--- config.mk ---
export PLATFORM = sky130hd
export DESIGN_NAME = control_sequencer
export DESIGN_NICKNAME = d
export VERILOG_FILES = /design/src/rtl/cu_pkg.sv /design/src/rtl/cu_decoder.sv /design/src/rtl/control_sequencer.sv
export SDC_FILE = /design/constraint.sdc
export NUM_CORES = 1
export LEC_CHECK = 0
export ABC_AREA = 1
export ABC_CLOCK_PERIOD_IN_PS = 3700
export CAP_MARGIN = 20
export CORE_MARGIN = 5
export CORE_UTILIZATION = 40
export CTS_CLUSTER_DIAMETER = 60
export DETAILED_ROUTE_END_ITERATION = 10
export HOLD_SLACK_MARGIN = 0.02
export PLACE_DENSITY = 0.76
export REMOVE_ABC_BUFFERS = 1
export SETUP_SLACK_MARGIN = 0.05
export SLEW_MARGIN = 20
export SYNTH_ARGS = -nofsm -noshare
export SYNTH_HDL_FRONTEND = slang
export SYNTH_SLANG_ARGS = --single-unit
--- constraint.sdc ---
create_clock -name clock -period 3.7 [get_ports clock]
set_clock_uncertainty 0.1 [all_clocks]
set_input_delay 0.37 -clock clock [delete_from_list [all_inputs] [get_ports clock]]
set_output_delay 0.37 -clock clock [all_outputs]
set_load 0.005 [all_outputs]
--- src/rtl/cu_pkg.sv ---
// rtl/cu_pkg.sv - shared opcodes, states, condition codes and IR field positions
package cu_pkg;

   typedef enum logic [2:0] {
      OP_ALU_R = 3'd0,
      OP_ALU_I = 3'd1,
      OP_LOAD  = 3'd2,
      OP_STORE = 3'd3,
      OP_B     = 3'd4,
      OP_BCOND = 3'd5,
      OP_RSVD  = 3'd6,
      OP_HALT  = 3'd7
   } op_e;

   // Sequencer state encoding
   typedef logic [1:0] state_t;
   localparam state_t ST_FETCH = 2'd0;
   localparam state_t ST_EXEC  = 2'd1;
   localparam state_t ST_MEM   = 2'd2;
   localparam state_t ST_HALT  = 2'd3;

   localparam logic [3:0] CC_EQ = 4'd0;
   localparam logic [3:0] CC_NE = 4'd1;
   localparam logic [3:0] CC_LT = 4'd2;
   localparam logic [3:0] CC_GE = 4'd3;
   localparam logic [3:0] CC_CS = 4'd4;
   localparam logic [3:0] CC_CC = 4'd5;

   localparam logic [4:0] FS_ADD = 5'b01000;

   localparam int OP_MSB  = 31;
   localparam int OP_LSB  = 29;
   localparam int FS_MSB  = 28;
   localparam int FS_LSB  = 24;
   localparam int DA_MSB  = 23;
   localparam int DA_LSB  = 19;
   localparam int SA_MSB  = 18;
   localparam int SA_LSB  = 14;
   localparam int SB_MSB  = 13;
   localparam int SB_LSB  = 9;
   localparam int IMM_MSB = 13;
   localparam int IMM_LSB = 0;
   localparam int CC_MSB  = 22;
   localparam int CC_LSB  = 19;

   localparam int FLAG_Z = 0;
   localparam int FLAG_N = 1;
   localparam int FLAG_C = 2;
   localparam int FLAG_V = 3;

   function automatic logic [63:0] sext14(input logic [13:0] imm);
      return {{50{imm[13]}}, imm};
   endfunction

   function automatic logic cond_holds(input logic [3:0] cc, input logic [3:0] flags);
      logic taken;
      case (cc)
         CC_EQ:   taken = flags[FLAG_Z];
         CC_NE:   taken = ~flags[FLAG_Z];
         CC_LT:   taken = flags[FLAG_N] ^ flags[FLAG_V];
         CC_GE:   taken = ~(flags[FLAG_N] ^ flags[FLAG_V]);
         CC_CS:   taken = flags[FLAG_C];
         CC_CC:   taken = ~flags[FLAG_C];
         default: taken = 1'b0;
      endcase
      return taken;
   endfunction

endpackage

--- src/rtl/cu_decoder.sv ---
// rtl/cu_decoder.sv - combinational control-word decode from IR and sequencer state
module cu_decoder
   import cu_pkg::*;
(
   input  logic [31:0] ir_i,
   input  state_t      state_i,
   output logic [4:0]  da_o,
   output logic [4:0]  sa_o,
   output logic [4:0]  sb_o,
   output logic [63:0] k_o,
   output logic        bs_o,
   output logic [4:0]  fs_o,
   output logic        reg_w_o,
   output logic        ram_w_o,
   output logic        sel_en_o
);

   op_e op;
   assign op = op_e'(ir_i[OP_MSB:OP_LSB]);

   always_comb begin
      da_o     = ir_i[DA_MSB:DA_LSB];
      sa_o     = ir_i[SA_MSB:SA_LSB];
      sb_o     = ir_i[SB_MSB:SB_LSB];
      k_o      = sext14(ir_i[IMM_MSB:IMM_LSB]);
      bs_o     = 1'b0;
      fs_o     = ir_i[FS_MSB:FS_LSB];
      reg_w_o  = 1'b0;
      ram_w_o  = 1'b0;
      sel_en_o = 1'b1;
      case (op)
         OP_ALU_R: reg_w_o = (state_i == ST_EXEC);
         OP_ALU_I: begin
            bs_o    = 1'b1;
            reg_w_o = (state_i == ST_EXEC);
         end
         OP_LOAD: begin
            bs_o     = 1'b1;
            fs_o     = FS_ADD;
            sel_en_o = 1'b0;
            reg_w_o  = (state_i == ST_MEM);
         end
         OP_STORE: begin
            // Store data comes from the register named in the DA field
            bs_o    = 1'b1;
            fs_o    = FS_ADD;
            sb_o    = ir_i[DA_MSB:DA_LSB];
            ram_w_o = (state_i == ST_EXEC);
         end
         default: ;
      endcase
   end

endmodule

--- src/rtl/control_sequencer.sv ---
// rtl/control_sequencer.sv - FETCH/EXEC/MEM/HALT sequencer with pc, IR and flags
// Define CU_COND_BRANCH_EN to build the flag register and conditional branches.
module control_sequencer
   import cu_pkg::*;
(
   input  logic        clock,
   input  logic        reset,
   input  logic [31:0] instr,
   input  logic [3:0]  status,
   output logic [15:0] pc,
   output logic [4:0]  DA,
   output logic [4:0]  SA,
   output logic [4:0]  SB,
   output logic [63:0] K,
   output logic        BS,
   output logic [4:0]  FS,
   output logic        regW,
   output logic        ramW,
   output logic        selEN,
   output logic        halted
);

   state_t      state_q, state_d;
   logic [15:0] pc_q, pc_d;
   logic [31:0] ir_q, ir_d;
   logic        dec_reg_w, dec_ram_w;
   logic        branch_taken;
   logic [15:0] pc_inc, pc_target;
   op_e         op;

   assign op        = op_e'(ir_q[OP_MSB:OP_LSB]);
   assign pc_inc    = pc_q + 16'd1;
   assign pc_target = pc_q + K[15:0];

   cu_decoder u_decoder (
      .ir_i     (ir_q),
      .state_i  (state_q),
      .da_o     (DA),
      .sa_o     (SA),
      .sb_o     (SB),
      .k_o      (K),
      .bs_o     (BS),
      .fs_o     (FS),
      .reg_w_o  (dec_reg_w),
      .ram_w_o  (dec_ram_w),
      .sel_en_o (selEN)
   );

`ifdef CU_COND_BRANCH_EN
   logic [3:0] flags_q, flags_d;

   assign branch_taken = (op == OP_B) ||
                         ((op == OP_BCOND) && cond_holds(ir_q[CC_MSB:CC_LSB], flags_q));

   always_comb begin
      flags_d = flags_q;
      if ((state_q == ST_EXEC) && ((op == OP_ALU_R) || (op == OP_ALU_I)))
         flags_d = status;
   end

   always_ff @(posedge clock) begin
      if (reset) flags_q <= 4'd0;
      else       flags_q <= flags_d;
   end
`else
   logic unused_status;
   assign unused_status = ^status;
   assign branch_taken  = (op == OP_B);
`endif

   always_comb begin
      state_d = state_q;
      pc_d    = pc_q;
      ir_d    = ir_q;
      case (state_q)
         ST_FETCH: begin
            ir_d    = instr;
            state_d = ST_EXEC;
         end
         ST_EXEC: begin
            case (op)
               OP_LOAD: state_d = ST_MEM;
               OP_HALT: state_d = ST_HALT;
               default: begin
                  state_d = ST_FETCH;
                  pc_d    = branch_taken ? pc_target : pc_inc;
               end
            endcase
         end
         ST_MEM: begin
            state_d = ST_FETCH;
            pc_d    = pc_inc;
         end
         default: state_d = ST_HALT;
      endcase
   end

   always_ff @(posedge clock) begin
      if (reset) begin
         state_q <= ST_FETCH;
         pc_q    <= 16'd0;
         ir_q    <= 32'd0;
      end else begin
         state_q <= state_d;
         pc_q    <= pc_d;
         ir_q    <= ir_d;
      end
   end

   // Reset aborts the instruction, so no write may escape in the reset cycle
   assign regW   = dec_reg_w & ~reset;
   assign ramW   = dec_ram_w & ~reset;
   assign halted = (state_q == ST_HALT);
   assign pc     = pc_q;

endmodule

==> metrics.md <==
| Metric | Value |
|---|---|
| Crit path time final | 2650 ps |
| Cts bufs inserted | 5 |
| RSZ-0062 raised after global routing | false |
| CP top delay family | simple AND/OR/NAND/NOR gates |
| Clk root buf | clkbuf_8 |
| Final Cycle Share | 0.716 |
| Sw power | 0.554 mW |
| IO Pins | 143 |
| Slew @ Worst Pin | 911 ps |
| Hold-fix buffers at CTS | 0 |
| Number of global-route vias before repair | 3494 |
| Clk_lat worst skew | 310 ps |
| Filler cells | 991 |
| Clock share of power | 0.235 |
| Cells after Synth | 605 |
| Detail Route Antenna Nets | 0 |
| Synth-to-layout area growth | 26.6% |
| Crit-path cells | inv_1 > nand3_1 > nand2_1 > or2_2 > clkdlybuf4s50_1 |
| CTS tree | yes |
| Pin count of the biggest net entering global routing | 45 |
| Synth Warn # | 0 |
| Outcome | complete, no violations |
| Synth unique cells | 39 |
| Synth Flop Type | dfxtp_1 |
| Kind of critical path | reg -> out |
| Floorplan Core Area | 9640 um2 |
| Total Die Area | 11800 um2 |
| TritonRoute pass-1 iters | 5 |
| Final Setup Violations | 0 |
| Pre-CTS setup slack | 1250 ps |
| Cell area after synthesis | 3900 um2 |
| Initial DRC Count | 204 |
| Slew Viols, Final | 0 |
| Residual DRC count | 0 |
| Final wirelength | 10400 um |
| Layout Nets | 718 |
| Sw frac | 0.330 |
| Setup TNS | 0 ps |
| First-pass GRT wire length | 16600 um |
| Number of synthesized flops with an enable pin | 0 |
| Die Height | 109 um |
| GRT Residual Overflow | 0 |
| Max Cap Viol | 0 |
| CP startpoint kind | flip-flop |
| Power Total | 1.68 mW |
| Hold Startpoint | ir_q[24] |
| Crit. End Element | output pin |
| Clock Path Buffers | 2 |
| Final Wtd Congestion | 0.907 |
| Crit path max fanout | 12 |
| # resized after CTS | 0 |
| Worst setup slack after layout | 1050 ps |
| Initial antenna violation count | 0 |
| Fmax | 377 MHz |
| Post-CTS setup buffer count | 0 |
| WL/cell | 13.1 um |
| Fin area | 4930 um2 |
| CTS sink cnt | 50 |
| Worst-path clk slew | 100 ps |
| Data required, critical path | 3230 ps |
| CP arrival | 2180 ps |
| Min Hold Slack | 357 ps |
| Ys async rst share | 0 |
| Sequential cell area fraction in the yosys report | 0.257 |
| Starting Density | 0.404 |
| Most common cell after layout, fill and taps aside | clkdlybuf4s50_1 |
| FF+latch count, synth | 50 |
| Detail Placement HPWL | 8030 um |
| Syn Area/Cell | 6.44 um2 |
| CP Launch Point | ir_q[31] |
| Leakage | 2.14 nW |
| Slowest cell on crit path | clkdlybuf4s50_1 |
| Port bufs | 138 |
| Worst R2R Start | ir_q[13] |
| Final Core Density | 0.512 |
| Peak supply drop | 0.191 mV |
| Final cell count without fillers | 797 |
| Top cells by area, synth | dfxtp_1 26%, buf_4 14%, nand2_1 12% |
| Post-DP Area | 4820 um2 |
| Die width | 109 um |
| ANT cells | 0 |
| GRT Util Overall | 0.173 |
| Min-delay worst type | reg -> reg |
| Synth area leader | dfxtp_1 |
| Internal power | 1.13 mW |
| Row count | 36 |
| Sequential fraction of design power | 0.394 |
| Max_slew headroom | 0.392 |
| Via density per instance | 4.65 |
| Slowest Stage Delay on Critical Path | 440 ps |
| Logic pwr share | 0.371 |
| Layout cells sized above 1 | 0.0482 |
| Placed cells | 789 |
| Yosys top cell area share | 0.257 |
| Most frequent cells in the layout | 138 x clkdlybuf4s50_1, 128 x nand2_1, 75 x nor2_1, 69 x inv_1, 57 x o21ai_0 |
| Htree depth | 2 |
| Total number of vias | 3706 |
| Worst path bufs/invs | 2 |
| Final hold vios | 0 |
| Cell Pwr Density | 341 nW/um2 |
-- flip-flops by register name, indices dropped and copies added (netlist names) --
register and cells:
ir_q 32, pc 16, state_q 2
-- cells by family after synthesis --
group | count (synthesis) | synth area share
flip-flops | 50 | 0.257
buffers and inverters | 165 | 0.239
AND/OR/NAND/NOR | 254 | 0.275
XOR/XNOR | 7 | 0.0157
adder cells (fa/ha/maj) | 17 | 0.0565
AO/OA/AOI/OAI | 112 | 0.157
-- area by class of cell --
class	instances	area, um2	share of cell area
Clock inverter	2	37.5	0.00761
Multi-Input combinational cell	390	1960	0.398
Inverter	75	287	0.0581
Tap cell	133	166	0.0337
Clock buffer	6	72.6	0.0147
Sequential cell	50	1000	0.203
Timing Repair Buffer	141	1400	0.285
-- routing by layer --
metal,part of all wire,GRT usage,vias up
li1,-,-,1975
met1,0.43,0.215,1631
met2,0.49,0.299,91
met3,0.072,0.0432,9
met4,0.010,0.0406,0
met5,0,0,-
-- worst register-to-register path: stages (launching register included) --
cell	delay [ps]
dfxtp_1	930
ha_1	430
nand2_1	120
inv_1	50
nand2_1	50
nand2_1	50
a21oi_1	190
nand2_1	70
nand2_1	70
nand3_2	60
nand2_1	60
a21oi_1	50
-- power by group through the flow --
| stage | combinational, mW | clock, mW | sequential [mW] |
|---|---|---|---|
| finish | 0.623 | 0.396 | 0.663 |
| global route | 0.695 | 0.427 | 0.673 |
| CTS | 0.631 | 0.410 | 0.663 |
| detailed placement | 0.627 | 0 | 0.675 |
| global placement | 0.616 | 0 | 0.672 |
| floorplan | 0.273 | 0 | 0.678 |
-- cell usage after synthesis (2+ instances only) --
cell type and number:
nand2_1 128, buf_4 75, nor2_1 75, inv_1 69, o21ai_0 57, dfxtp_1 50, a21oi_1 41, nand3_1 30
ha_1 16, clkbuf_1 9, nand4_1 5, inv_2 4, xor2_1 4, buf_2 3, buf_6 3, nand3_2 3
nor3_1 3, xnor2_1 3, a21oi_2 2, a31oi_1 2, nand3b_1 2, nor2_2 2, o21ai_1 2, or2_2 2
-- final timing paths --
kind                                 end  cells after the start  slack [ps]
worst max-delay path               FS[3]                      5        1050
worst min-delay path            ir_q[24]                      2         360
worst max register to register    pc[14]                     11        1340
worst min register to register  ir_q[24]                      2         360
Power figures use the tool's default switching activity.
